### config.mk
export PLATFORM = sky130hd
export DESIGN_NAME = continuous_motor_control_n
export DESIGN_NICKNAME = d
export VERILOG_FILES = /design/src/rtl/continuous_motor_control_n.sv
export SDC_FILE = /design/constraint.sdc
export NUM_CORES = 1
export LEC_CHECK = 0
export ABC_CLOCK_PERIOD_IN_PS = 2900
export CAP_MARGIN = 20
export CORE_MARGIN = 2
export CORE_UTILIZATION = 50
export CTS_CLUSTER_SIZE = 40
export DETAILED_ROUTE_END_ITERATION = 6
export PLACE_DENSITY = 0.65
export SYNTH_ARGS = -nofsm -noshare
export SYNTH_HDL_FRONTEND = slang
export SYNTH_SLANG_ARGS = --single-unit
### constraint.sdc
create_clock -name clk -period 2.9 [get_ports clk]
set_clock_uncertainty 0.1 [all_clocks]
set_input_delay 0.58 -clock clk [delete_from_list [all_inputs] [get_ports clk]]
set_output_delay 0.58 -clock clk [all_outputs]
set_load 0.02 [all_outputs]
### src/rtl/continuous_motor_control_n.sv
// Periodic one-hot retrigger pulser for the per-direction motor controllers.
// Adds an immediate pulse on command change, a STOP dead-time on reversal, and an enable gate.
module continuous_motor_control_n #(
  parameter int NUM_CMDS      = 3,
  parameter int CMD_W         = 2,
  parameter int PERIOD_CLKS   = 4194304,
  parameter int PULSE_CLKS    = 1,
  parameter int DEADTIME_CLKS = 50000,
  parameter int STOP_CMD      = 2
) (
  input  logic                clk,
  input  logic                rst,
  input  logic                enable,
  input  logic [CMD_W-1:0]    cmd,
  output logic [NUM_CMDS-1:0] pulse_out,
  output logic [CMD_W-1:0]    active_cmd,
  output logic                busy
);

  localparam int CNT_W  = (PERIOD_CLKS > 1) ? $clog2(PERIOD_CLKS) : 1;
  localparam int DEAD_W = $clog2(DEADTIME_CLKS + 1);

  localparam logic [CNT_W-1:0]  LAST_CNT  = CNT_W'(PERIOD_CLKS - 1);
  localparam logic [CNT_W-1:0]  PULSE_CNT = CNT_W'(PULSE_CLKS);
  localparam logic [DEAD_W-1:0] LAST_DEAD = DEAD_W'(DEADTIME_CLKS - 1);
  localparam logic [DEAD_W-1:0] PULSE_DEAD = DEAD_W'(PULSE_CLKS);
  localparam logic [CMD_W-1:0]  STOP      = CMD_W'(STOP_CMD);
  localparam logic [CMD_W:0]    NUM_C     = (CMD_W+1)'(NUM_CMDS);

  localparam logic [1:0] IDLE     = 2'd0;
  localparam logic [1:0] RUN      = 2'd1;
  localparam logic [1:0] DEADTIME = 2'd2;

  logic [1:0]        state;
  logic [CMD_W-1:0]  cmd_q;
  logic [CNT_W-1:0]  period_cnt;
  logic [DEAD_W-1:0] dead_cnt;

  logic cmd_valid;
  logic active_valid;
  logic changed;
  logic reversal;

  assign cmd_valid    = ({1'b0, cmd_q} < NUM_C);
  assign active_valid = ({1'b0, active_cmd} < NUM_C);
  assign changed      = (cmd_q != active_cmd);
  assign reversal     = changed && cmd_valid && active_valid &&
                        (cmd_q != STOP) && (active_cmd != STOP);

  function automatic logic [NUM_CMDS-1:0] onehot(input logic [CMD_W-1:0] idx);
    onehot = '0;
    for (int i = 0; i < NUM_CMDS; i++)
      if (idx == CMD_W'(i)) onehot[i] = 1'b1;
  endfunction

  // Outputs are computed from the current counters, so a pulse lags the state update by one
  // clock; any event that leaves the current pulse (abort, change) leaves pulse_out at zero.
  always_ff @(posedge clk) begin
    if (rst) begin
      state      <= IDLE;
      pulse_out  <= '0;
      active_cmd <= STOP;
      busy       <= 1'b0;
      cmd_q      <= STOP;
      period_cnt <= '0;
      dead_cnt   <= '0;
    end else begin
      cmd_q     <= cmd;
      pulse_out <= '0;
      busy      <= 1'b0;
      case (state)
        IDLE: begin
          period_cnt <= '0;
          if (enable) begin
            state      <= RUN;
            active_cmd <= cmd_q;
          end
        end
        RUN: begin
          if (!enable) begin
            state <= IDLE;
          end else if (reversal) begin
            state      <= DEADTIME;
            active_cmd <= STOP;
            dead_cnt   <= '0;
          end else if (changed) begin
            active_cmd <= cmd_q;
            period_cnt <= '0;
          end else begin
            if (active_valid && (period_cnt < PULSE_CNT))
              pulse_out <= onehot(active_cmd);
            period_cnt <= (period_cnt == LAST_CNT) ? '0 : period_cnt + 1'b1;
          end
        end
        DEADTIME: begin
          if (!enable) begin
            state <= IDLE;
          end else begin
            busy <= 1'b1;
            if (dead_cnt < PULSE_DEAD)
              pulse_out <= onehot(STOP);
            if (dead_cnt == LAST_DEAD) begin
              state      <= RUN;
              active_cmd <= cmd_q;
              period_cnt <= '0;
            end else begin
              dead_cnt <= dead_cnt + 1'b1;
            end
          end
        end
        default: state <= IDLE;
      endcase
    end
  end

endmodule

==> results.json, run 1 <==
{
  "cts_buffers": 5,
  "clockBufferDepth": 2,
  "place_congestion": 0.869,
  "grt_max_degree": 16,
  "layout_common_cells": "dfxtp_1 (48), nor2_1 (38), nand4_1 (23)",
  "post_cts_buffers": 0,
  "worst_slew_pin_slew_ns": 0.482,
  "outcome": "completed",
  "p_leak_nw": 1.05,
  "num_io_pins": 11,
  "grt_pass1_wl_mm": 10.3,
  "crit_type": "flip-flop to flip-flop",
  "syn-cell-area_mm2": 0.00275,
  "yosysWarnings": 0,
  "fin_crit_ns": 2.54,
  "slew-limit-headroom": 0.678,
  "fmax_mhz": 394,
  "routedWlPerCell_um": 14.5,
  "tns_ns": 0,
  "area_growth_pct": 9.42,
  "coreArea_mm2": 0.00520,
  "diodes": 0,
  "synth_fp_nets": 334,
  "grtUsageTotal": 0.210,
  "min_period_over_period": 0.875,
  "cts_resized": 0,
  "dp_cells": 395,
  "cts_hold_buf": 0,
  "final_hold_viol_count": 0,
  "stdcell_count": 402,
  "crit_required_ns": 2.98,
  "syn-mean-instance-area_um2": 8.59,
  "dp_hpwl_mm": 4.20,
  "nets": 346,
  "antenna_found_initial": 0,
  "synth.distinct_cells": 56,
  "first_global_vias": 2078,
  "wl_mm": 5.84,
  "cts_tree": "yes",
  "power.density_mw_per_mm2": 485,
  "layout-drive-gt1-share": 0.0964,
  "worst-path-max-fanout": 15,
  "rows": 26,
  "die_w_um": 78.1,
  "clk_pin_slew_ns": 0.09,
  "drc": 0,
  "worstPathArrival_ns": 2.62,
  "drtIter0Drc": 107,
  "start_kind": "flip-flop",
  "cp-end-kind": "flip-flop",
  "grt.overflow.total": 0,
  "drv_cap": 0,
  "drtAntennaViolNets": 0,
  "io_buffer_count": 10,
  "clock_sinks": 48,
  "first_pass_iters": 4,
  "rsz0062_at_grt": "no",
  "dieHeight_um": 78.1,
  "worstHoldPathType": "flip-flop to flip-flop",
  "ys_ff_latch": 48,
  "die-area_mm2": 0.00611,
  "htreeDepth": 2,
  "finalSetupViolCount": 0,
  "final_max_slew_viol_count": 0,
  "ir_drop_mv": 0.254,
  "netlist_instances": 320,
  "final_common_cell": "dfxtp_1",
  "initial_core_util": 0.528,
  "ys_seq_area_frac": 0.350,
  "avgViaCountPerCell": 5.68,
  "cts_root_buf": "clkbuf_8",
  "insertion_delay_ns": 0.30,
  "vias": 2284
}
==> logic make-up (layout without fill, tap and decap cells) <==
logic type,count (synthesis),in the layout,share of synthesized area
adder cells (fa/ha/maj),9,9,0.0410
AO/OA/AOI/OAI,35,35,0.109
multiplexers,3,3,0.0109
XOR/XNOR,29,29,0.0951
AND/OR/NAND/NOR,170,170,0.349
flip-flops,48,48,0.350
buffers and inverters,26,38,0.0455
==> worst max-delay path, stage by stage, from the launching register on <==
cell and delay [ns]:
dfxtp_1 0.42, inv_1 0.10, ha_1 0.34, or3b_1 0.45, a22oi_4 0.30, nand2_2 0.20, o21ai_4 0.41, nor2_1 0.09
==> cells in the mapped netlist (all sizes together) <==
cell type   n  area (um^2)
or3b        1         8.76
buf         9         61.3
nand2      22         85.1
a21oi      10         50.1
mux2i       3         30.0
and3       11         68.8
ha          9          113
o31ai       2         20.0
or4         1         7.51
o21ai       6         41.3
xnor2       9         78.8
nor2b       3         18.8
clkinv      1         3.75
or2         1         6.26
nand4b      5         43.8
and3b       1         8.76
dfxtp      48          961
nor3       14         81.3
and2        3         18.8
nor2       39          149
xor2       20          183
a41o        1         10.0
or3         6         37.5
o2bb2ai     1         15.0
inv        13         48.8
a2bb2oi     1         15.0
nor3b       1         18.8
a2111oi     1         27.5
o211ai      2         20.0
nor4       12         96.3
clkbuf      3         11.3
and4        6         52.6
nand4      23          144
nand3b      1         7.51
o32ai       2         17.5
nand3      20          105
a22oi       2         28.8
a211oi      2         15.0
o221ai      1         8.76
a31oi       4         31.3
==> area by class of cell <==
class	instances	area (um^2)
clock inverter	1	8.76
multi-input combinational	246	1660
fill	480	2200
sequential	48	961
timing repair buffer	17	153
clock buffer	6	82.6
inverter	14	52.6
tap	70	87.6
==> power breakdown <==
part           switching, mW  internal, mW
Combinational          0.221         0.125
Clock                  0.222         0.190
Sequential            0.0248         0.675
Total                  0.469         0.990
==> path summary, 6_finish.rpt <==
| path | startpoint | to | slack [ns] | cells after the start |
|---|---|---|---|---|
| max | state[0]$_SDFFE_PP0P_ | period_cnt[2]$_SDFFE_PP0P_ | 0.36 | 7 |
| min | period_cnt[1]$_SDFFE_PP0P_ | period_cnt[1]$_SDFFE_PP0P_ | 0.42 | 2 |
| max reg2reg | state[0]$_SDFFE_PP0P_ | period_cnt[2]$_SDFFE_PP0P_ | 0.36 | 7 |
| min reg2reg | period_cnt[1]$_SDFFE_PP0P_ | period_cnt[1]$_SDFFE_PP0P_ | 0.42 | 2 |
==> stage by stage <==
stage	cell area [um^2]	total power [mW]	utilization	setup WS (ns)	hold WS [ns]
after global routing	3010	1.54	0.578	0.123	0.441
after global placement	2920	1.06	0.560	0.419	0.403
after floorplan	2750	0.993	-	0.750	0.369
after detailed placement	2920	1.06	0.560	0.352	0.401
final	3010	1.46	0.578	0.362	0.418
after CTS	3010	1.47	0.578	0.328	0.418
==> sequential cells by signal, indices dropped and copies added (netlist names) <==
register / count
cmd_q: 2
pulse_out: 3
active_cmd: 2
busy: 1
state: 2
dead_cnt: 16
period_cnt: 22
==> metal layers <==
layer  global-route usage  share of wire  vias to the layer above
li1                     -              -                     1185
met1                0.315           0.52                     1053
met2                0.306           0.43                       42
met3               0.0483          0.046                        4
met4               0.0456         0.0081                        0
met5                    0              0                        -
(Power assumes the default switching activity.)
==> run 2: changes to the inputs <==
Settings changed: CORE_UTILIZATION 50 to 40, PLACE_DENSITY 0.65 to unset, PLACE_DENSITY_LB_ADDON set to 0.2.
==> run 2 against run 1 <==
Net effect: final cell count increased by 2.7%; routed wire length increased by 1.7%; non-clock buffer count unchanged; sequential power about the same; die area increased by 24%; hold slack got worse by 0.0029 ns; power increased by 0.77%; first-iteration DRC count decreased by 20%; via count increased by 0.83%; cell area increased by 0.50%; count of clock-buffer cells in the layout increased by 1; critical endpoint is now period_cnt[7]$_SDFFE_PP0P_.
==> results.json, run 2 (same netlist as run 1, synthesis figures left out) <==
{
  "max_stage_delay_ns": 0.46,
  "cp.buffers_inverters": 1,
  "min_period_over_period": 0.826,
  "num_io_pins": 11,
  "worstHoldPathType": "flip-flop to flip-flop",
  "cts_tree": "yes",
  "outcome": "completed",
  "seqCellArea_um2": 961,
  "slew-limit-headroom": 0.666,
  "avgViaCountPerCell": 5.58,
  "cp-end-kind": "flip-flop",
  "drtIter0Drc": 86,
  "initial_core_util": 0.409,
  "io_buffer_count": 10,
  "fin_crit_ns": 2.39,
  "first_pass_iters": 4,
  "worstPathArrival_ns": 2.47,
  "cts_root_buf": "clkbuf_8",
  "critPathTopFamily": "simple AND/OR/NAND/NOR gates",
  "worst_slew_pin_slew_ns": 0.499,
  "vias": 2303,
  "coreArea_mm2": 0.00672,
  "nets": 346,
  "routedWlPerCell_um": 14.4,
  "first_global_vias": 2105,
  "fillers": 672,
  "drv_cap": 0,
  "largest_reg_flops": 22,
  "worst-path-max-fanout": 15,
  "drc": 0,
  "slowest_stage": "or3b_1",
  "wl_mm": 5.94,
  "layout-drive-gt1-share": 0.0961,
  "die_w_um": 86.9,
  "ir_drop_mv": 0.227,
  "reg_top3": "period_cnt: 22 flops, dead_cnt: 16 flops, pulse_out: 3 flops",
  "grtUsageTotal": 0.170,
  "regMostFlops": "period_cnt",
  "fmax_mhz": 418,
  "p_leak_nw": 1.05,
  "cts_buffers": 5,
  "dp_hpwl_mm": 4.26,
  "tns_ns": 0,
  "area_growth_pct": 9.97,
  "final_max_slew_viol_count": 0,
  "final_common_cell": "dfxtp_1",
  "path_cells": "inv_1 > ha_1 > or3b_1 > a22oi_4 > nand2_2 > o21ai_4 > nor2_1",
  "power.density_mw_per_mm2": 486,
  "crit_required_ns": 2.98,
  "grt.overflow.total": 0,
  "crit_type": "flip-flop to flip-flop",
  "multiInputGateArea_mm2": 0.00166,
  "grt_max_degree": 16,
  "die-area_mm2": 0.00755,
  "post_cts_buffers": 0,
  "insertion_delay_ns": 0.30,
  "place_congestion": 0.784,
  "dieHeight_um": 86.9,
  "grt_pass1_wl_mm": 10.2,
  "dp_cells": 405,
  "rows": 30,
  "layout_common_cells": "dfxtp_1 (48), nor2_1 (38), nand4_1 (23)",
  "clockBufferDepth": 2,
  "drtAntennaViolNets": 0,
  "cts_hold_buf": 0,
  "antenna_found_initial": 0,
  "finalSetupViolCount": 0,
  "diodes": 0,
  "final_hold_viol_count": 0,
  "clk_pin_slew_ns": 0.09,
  "cts_resized": 0,
  "clock_sinks": 48,
  "rsz0062_at_grt": "no",
  "stdcell_count": 413,
  "start_kind": "flip-flop",
  "htreeDepth": 2
}
==> run 2: cell count changes in the layout (fill, tap and decap cells not counted), sizes merged <==
cell      before  now
clkbuf         6    7
clkinv         2    1
clkinvlp       0    1
==> run 2: path summary, 6_finish.rpt <==
kind	endpoint	start	cells past startpoint	slack [ns]
max	period_cnt[7]$_SDFFE_PP0P_	state[0]$_SDFFE_PP0P_	7	0.51
min	period_cnt[1]$_SDFFE_PP0P_	period_cnt[1]$_SDFFE_PP0P_	2	0.41
max reg2reg	period_cnt[7]$_SDFFE_PP0P_	state[0]$_SDFFE_PP0P_	7	0.51
min reg2reg	period_cnt[1]$_SDFFE_PP0P_	period_cnt[1]$_SDFFE_PP0P_	2	0.41
==> run 2: worst min-delay path: stages, from the launching register on <==
cell	delay (ns)
dfxtp_1	0.35
nand2_1	0.07
a21oi_1	0.05
==> run 2: cell type report <==
class,count,area share
sequential,48,0.318
clock buffer,7,0.0286
timing repair buffer,17,0.0505
multi-input combinational,246,0.550
clock inverter,1,0.00248
tap,80,0.0331
inverter,14,0.0174
==> run 2: power breakdown <==
group	internal, mW	total, mW	switching [mW]
clock	0.194	0.421	0.227
combinational	0.126	0.349	0.224
sequential	0.675	0.700	0.0252
==> run 2: per-layer routing <==
metal	up-vias	GRT usage	wire length [um]	part of all wire
met5	-	0	0	0
met4	0	0.0511	91	0.015
met3	7	0.0379	184	0.031
met2	41	0.273	2720	0.46
met1	1067	0.227	2940	0.50
li1	1188	-	-	-
==> run 2: per-stage QoR <==
stage	hold WS (ns)	total power [mW]	setup WS, ns	area, um^2	utilization
floorplan	0.369	0.993	0.750	2750	-
global placement	0.408	1.06	0.395	2930	0.436
detailed placement	0.398	1.07	0.362	2930	0.436
CTS	0.415	1.49	0.480	3020	0.450
global route	0.451	1.55	0.344	3020	0.450
finish	0.415	1.47	0.505	3020	0.450
